[src/rtl/sram_fifo_pkg.sv]
// Shared defaults and width helpers for the SRAM-backed latency-absorbing FIFO.
package sram_fifo_pkg;

    localparam int DEF_WIDTH   = 8;
    localparam int DEF_DEPTH   = 8;
    localparam int DEF_LATENCY = 5;

    // Occupancy must cover every SRAM entry plus every output-buffer slot, and zero.
    function automatic int cnt_width(input int depth, input int out_depth);
        return $clog2(depth + out_depth + 1);
    endfunction

endpackage

[src/rtl/sram_fifo_obuf.sv]
// Small register FIFO that catches SRAM read returns and presents the head entry.
module sram_fifo_obuf
    import sram_fifo_pkg::*;
#(
    parameter int WIDTH = DEF_WIDTH,
    parameter int DEPTH = DEF_LATENCY + 1,
    parameter int CNT_W = 4
) (
    input  logic             clk_i,
    input  logic             rst_i,
    input  logic             push_i,
    input  logic [WIDTH-1:0] data_i,
    input  logic             pop_i,
    output logic             valid_o,
    output logic [WIDTH-1:0] data_o,
    output logic [CNT_W-1:0] cnt_o
);

    localparam int PTR_W = (DEPTH > 1) ? $clog2(DEPTH) : 1;

    logic [WIDTH-1:0] r_mem [DEPTH];
    logic [PTR_W-1:0] r_wr_ptr;
    logic [PTR_W-1:0] r_rd_ptr;
    logic [CNT_W-1:0] r_cnt;

    // DEPTH need not be a power of two, so pointers wrap explicitly.
    function automatic logic [PTR_W-1:0] ptr_inc(input logic [PTR_W-1:0] ptr);
        if (ptr == PTR_W'(DEPTH - 1)) begin
            return {PTR_W{1'b0}};
        end else begin
            return ptr + PTR_W'(1);
        end
    endfunction

    // Storage, pointers and occupancy.
    always_ff @(posedge clk_i or negedge rst_i) begin
        if (!rst_i) begin
            for (int i = 0; i < DEPTH; i++) begin
                r_mem[i] <= {WIDTH{1'b0}};
            end
            r_wr_ptr <= {PTR_W{1'b0}};
            r_rd_ptr <= {PTR_W{1'b0}};
            r_cnt    <= {CNT_W{1'b0}};
        end else begin
            if (push_i) begin
                r_mem[r_wr_ptr] <= data_i;
            end
            r_wr_ptr <= push_i ? ptr_inc(r_wr_ptr) : r_wr_ptr;
            r_rd_ptr <= pop_i ? ptr_inc(r_rd_ptr) : r_rd_ptr;
            r_cnt    <= r_cnt + CNT_W'(push_i) - CNT_W'(pop_i);
        end
    end

    assign valid_o = (r_cnt != {CNT_W{1'b0}});
    assign data_o  = r_mem[r_rd_ptr];
    assign cnt_o   = r_cnt;

endmodule

[src/rtl/sram_latency_fifo_ctrl.sv]
// Streaming FIFO controller over a fixed-latency dual-port SRAM; reads are issued
// only when the output buffer is guaranteed room for every in-flight return.
module sram_latency_fifo_ctrl
    import sram_fifo_pkg::*;
#(
    parameter int WIDTH     = DEF_WIDTH,
    parameter int DEPTH     = DEF_DEPTH,
    parameter int LATENCY   = DEF_LATENCY,
    parameter int OUT_DEPTH = LATENCY + 1,
    parameter int ADDR_W    = $clog2(DEPTH),
    parameter int CNT_W     = cnt_width(DEPTH, OUT_DEPTH)
) (
    input  logic              clk_i,
    input  logic              rst_i,
    input  logic              push_valid_i,
    input  logic [WIDTH-1:0]  push_data_i,
    output logic              push_ready_o,
    output logic              pop_valid_o,
    output logic [WIDTH-1:0]  pop_data_o,
    input  logic              pop_ready_i,
    output logic              sram_wen_o,
    output logic [ADDR_W-1:0] sram_waddr_o,
    output logic [WIDTH-1:0]  sram_wdata_o,
    output logic              sram_ren_o,
    output logic [ADDR_W-1:0] sram_raddr_o,
    input  logic [WIDTH-1:0]  sram_rdata_i,
    input  logic              sram_rvld_i,
    output logic [CNT_W-1:0]  count_o
);

    logic [ADDR_W-1:0] r_wptr;
    logic [ADDR_W-1:0] r_rptr;
    logic [CNT_W-1:0]  r_sram_cnt;
    logic [CNT_W-1:0]  r_inflight;
    logic [CNT_W-1:0]  r_count;
    logic              r_push_ready;

    logic              w_push_fire;
    logic              w_pop_fire;
    logic              w_pop_valid;
    logic              w_rvld;
    logic              w_issue;
    logic [CNT_W-1:0]  w_obuf_cnt;
    logic [CNT_W-1:0]  w_sram_cnt_nxt;
    logic [CNT_W-1:0]  w_inflight_nxt;
    logic [CNT_W-1:0]  w_obuf_cnt_nxt;

    // Handshakes, read credit and next-state counter values.
    always_comb begin
        w_push_fire    = push_valid_i & r_push_ready;
        w_pop_fire     = w_pop_valid & pop_ready_i;
        // Returns with nothing outstanding (e.g. reads launched before a reset) are dropped.
        w_rvld         = sram_rvld_i & (r_inflight != {CNT_W{1'b0}});
        // Credit compare is arranged as a sum on both sides so it cannot underflow.
        w_issue        = (r_sram_cnt != {CNT_W{1'b0}}) &&
                         ((r_inflight + w_obuf_cnt) < (CNT_W'(OUT_DEPTH) + CNT_W'(w_pop_fire)));
        w_sram_cnt_nxt = r_sram_cnt + CNT_W'(w_push_fire) - CNT_W'(w_issue);
        w_inflight_nxt = r_inflight + CNT_W'(w_issue) - CNT_W'(w_rvld);
        w_obuf_cnt_nxt = w_obuf_cnt + CNT_W'(w_rvld) - CNT_W'(w_pop_fire);
    end

    // Pointers, SRAM-side counters and the registered status outputs.
    always_ff @(posedge clk_i or negedge rst_i) begin
        if (!rst_i) begin
            r_wptr       <= {ADDR_W{1'b0}};
            r_rptr       <= {ADDR_W{1'b0}};
            r_sram_cnt   <= {CNT_W{1'b0}};
            r_inflight   <= {CNT_W{1'b0}};
            r_count      <= {CNT_W{1'b0}};
            r_push_ready <= 1'b1;
        end else begin
            r_wptr       <= w_push_fire ? (r_wptr + ADDR_W'(1)) : r_wptr;
            r_rptr       <= w_issue ? (r_rptr + ADDR_W'(1)) : r_rptr;
            r_sram_cnt   <= w_sram_cnt_nxt;
            r_inflight   <= w_inflight_nxt;
            r_count      <= w_sram_cnt_nxt + w_inflight_nxt + w_obuf_cnt_nxt;
            r_push_ready <= (w_sram_cnt_nxt < CNT_W'(DEPTH));
        end
    end

    sram_fifo_obuf #(
        .WIDTH (WIDTH),
        .DEPTH (OUT_DEPTH),
        .CNT_W (CNT_W)
    ) u_obuf (
        .clk_i   (clk_i),
        .rst_i   (rst_i),
        .push_i  (w_rvld),
        .data_i  (sram_rdata_i),
        .pop_i   (w_pop_fire),
        .valid_o (w_pop_valid),
        .data_o  (pop_data_o),
        .cnt_o   (w_obuf_cnt)
    );

    assign push_ready_o = r_push_ready;
    assign pop_valid_o  = w_pop_valid;
    assign sram_wen_o   = w_push_fire;
    assign sram_waddr_o = r_wptr;
    assign sram_wdata_o = push_data_i;
    assign sram_ren_o   = w_issue;
    assign sram_raddr_o = r_rptr;
    assign count_o      = r_count;

endmodule

[config.mk]
export PLATFORM = sky130hd
export DESIGN_NAME = sram_latency_fifo_ctrl
export DESIGN_NICKNAME = d
export VERILOG_FILES = /design/src/rtl/sram_fifo_pkg.sv /design/src/rtl/sram_fifo_obuf.sv /design/src/rtl/sram_latency_fifo_ctrl.sv
export SDC_FILE = /design/constraint.sdc
export NUM_CORES = 1
export LEC_CHECK = 0
export CORE_MARGIN = 2
export CORE_UTILIZATION = 60
export CTS_CLUSTER_SIZE = 8
export DETAILED_ROUTE_END_ITERATION = 8
export PLACE_DENSITY = 0.85
export SYNTH_ARGS = -nofsm -noshare
export SYNTH_HDL_FRONTEND = slang
export SYNTH_HIERARCHICAL = 1
export SYNTH_SLANG_ARGS = --single-unit
[constraint.sdc]
create_clock -name clk_i -period 13.4 [get_ports clk_i]
set_input_delay 1.34 -clock clk_i [delete_from_list [all_inputs] [get_ports clk_i]]
set_output_delay 1.34 -clock clk_i [all_outputs]
set_load 0.02 [all_outputs]
==> run metrics <==
Fmax 195 MHz; 1st-iter DRT viols between 150 and 200; GR met1 Demand/Resource 0.312; xor/xnor share of the synthesized area 0.0490; Fin Setup TNS 0 ps; post-CTS setup buffers 0; via/cell ratio 5.61; Crit Path Category in -> reg; Yosys reg bits slightly below 80; met3 Use GR 0.0467; RSZ-0062 raised after global routing false; WP data required approximately 14,000 ps; Port Buffers 34; syn_area_per_cell 12.9 um2; diode count 0; layout cell share with drive strength beyond 1 0.246; Syn Inst Count around 320; DR vias 2,389; Final Skew ~11 ps; clock buffer depth 2; clock latency on the worst-skew pair 340 ps; largest family of logic cells by synthesized area multiplexers; root buf cell clkbuf_8; GR Overflow Total 0; Hold Path Stages 1; max-slew violation count 0; largest net degree at the start of global routing 78; final worst-path cycle share 0.383; Synth Area in Adders 0.120; Hold-fix buffers, CTS 0; Fin. Hold Viols 0; Mapped Area 0.00406 mm2; Rows 29; first-pass GRT wire length 12.6 mm; initial core utilization 0.628; Synth Area in Compound Gates 0.0426; GRT busiest layer met2; CTS resizes 0; fraction of the yosys area taken by sequential cells 0.475; CTS Buf Count 9; Routed Wire Length 7.44 mm; Sink Count 77; reg2reg path depth 20; IO Pins 51; H-Tree Depth 3; Max Cap Viol 0; wire per inst 17.5 um; Worst Hold Class reg -> reg; Core Box Area 0.00646 mm2; Die Width ~86 um; worst rel slew slack 0.347; Worst-Margin Slew approximately 970 ps; antenna violations before repair 0; Final min period between 5000 and 6000 ps; status completed; DIE AREA 0.00744 mm2; Post-Synth Simple-Gate Area 0.0444; clock slew seen by the registers of the worst setup and hold paths about 80 ps; mux share of post-synthesis cell area 0.203; fin nets between 300 and 400; Worst Setup End Kind flop; Ys Warns 6; routability congestion estimate 0.894; post-DP HPWL just over 5 mm; post-synth cell types 35; CP Launch Type input pin; first drt pass iteration count 4; GRT Overall Usage 0.226; Hold WS between 400 and 500 ps; Area Overhead vs Synth 12.9%; Post-Syn Nets 370; Final Setup Violations 0; DRC Markers 0; vias in the first global route about 2,600; CP Data Arrival Time between 5000 and 6000 ps; die height 86.2 um; GR Layer Usage met2 0.347; Antenna Nets Post-Route 0; CTS tree yes; crit-path max FO 5
-- critical path, cell delays in order --
cell and delay [ps]:
clkdlybuf4s50_1 440, and2_1 240, a21oi_1 130, a32oi_1 210, nand2_1 150, inv_1 140, ha_1 240, inv_1 50
ha_1 170, fa_1 430, inv_1 80, ha_1 240, fa_1 560, inv_1 60, ha_1 280, a21o_1 170
a21oi_1 170, xnor2_1 150, xnor2_1 130
-- placed cells by master, fill, tap and decap left out, drive strengths merged, types with 8 or more instances in the layout --
cell type      instances
mux2                  59
dfrtp                 76
mux2i                 16
fa                     8
inv                   39
o221ai                 8
clkbuf                11
nand2                 17
xnor2                 14
clkdlybuf4s50         33
ha                    26
-- synthesized netlist by cell type, drive strengths merged --
cell type,n,area (um2)
dfrtp,76,1900
mux2,59,664
inv,38,143
ha,26,325
buf,18,125
nand2,17,63.8
mux2i,16,160
xnor2,14,130
fa,8,160
o221ai,8,70.1
xor2,7,68.8
a21o,6,45.0
a21oi,6,37.5
nand2b,2,12.5
nand3,2,10.0
nand4b,2,23.8
nor3,2,26.3
a31oi,1,6.26
a32oi,1,8.76
and2,1,6.26
dfstp,1,26.3
nor2,1,3.75
nor4b,1,23.8
nor4bb,1,10.0
o21ai,1,5.00
-- worst paths after layout --
path / from / slack (ps) / to
worst max-delay path: pop_ready_i / 8260 / count_o[3]
worst min-delay path: sram_waddr_o[2] / 480 / sram_waddr_o[2]
worst max register to register: u_obuf/cnt_o[0] / 8770 / count_o[3]
worst min register to register: sram_waddr_o[2] / 480 / sram_waddr_o[2]
max in group asynchronous: rst_i / 11670 / u_obuf/r_mem[34]
min in group asynchronous: rst_i / 1140 / count_o[0]
-- logic make-up (layout without fill, tap and decap cells) --
kind of cell,count (synthesis),in the layout
AOI/OAI and AO/OA,23,23
buffers and inverters,56,90
DFF,77,77
adders and majority gates,34,34
and+or+nand+nor,29,29
xor gates and xnor gates,21,21
muxes,75,75
-- metal layers --
layer,routed length [um],share of wire
met5,0,0
met4,167,0.022
met3,270,0.036
met2,3540,0.48
met1,3460,0.46
-- sequential cells by signal, summed over array words and instances (netlist names), 4 cells and up --
signal / flops
r_inflight: 4
r_sram_cnt: 4
u_obuf/r_mem: 48
count_o: 4
u_obuf/cnt_o: 4
-- cell type report --
| cell class | count | area, um2 |
|---|---|---|
| sequential | 77 | 1930 |
| fill | 452 | 1880 |
| multi-input combinational | 182 | 1860 |
| timing repair buffer | 36 | 353 |
| inverter | 38 | 143 |
| clock buffer | 11 | 141 |
| tap | 77 | 96.3 |
| clock inverter | 5 | 58.8 |
-- metrics by stage --
step / utilization / area [um2] / setup slack (ps) / instances
6_report: 0.709 / 4580 / 8260 / 426
5_1_grt: 0.709 / 4580 / 8060 / 426
2_1_floorplan: - / 4060 / 8530 / 315
3_5_place_dp: 0.678 / 4380 / 7930 / 410
3_3_place_gp: 0.678 / 4380 / 8030 / 410
4_1_cts: 0.709 / 4580 / 8290 / 426
Power is left out: the tool's default activity adds up to more than one toggle a clock period on the data nets, which glitch-free logic cannot reach.
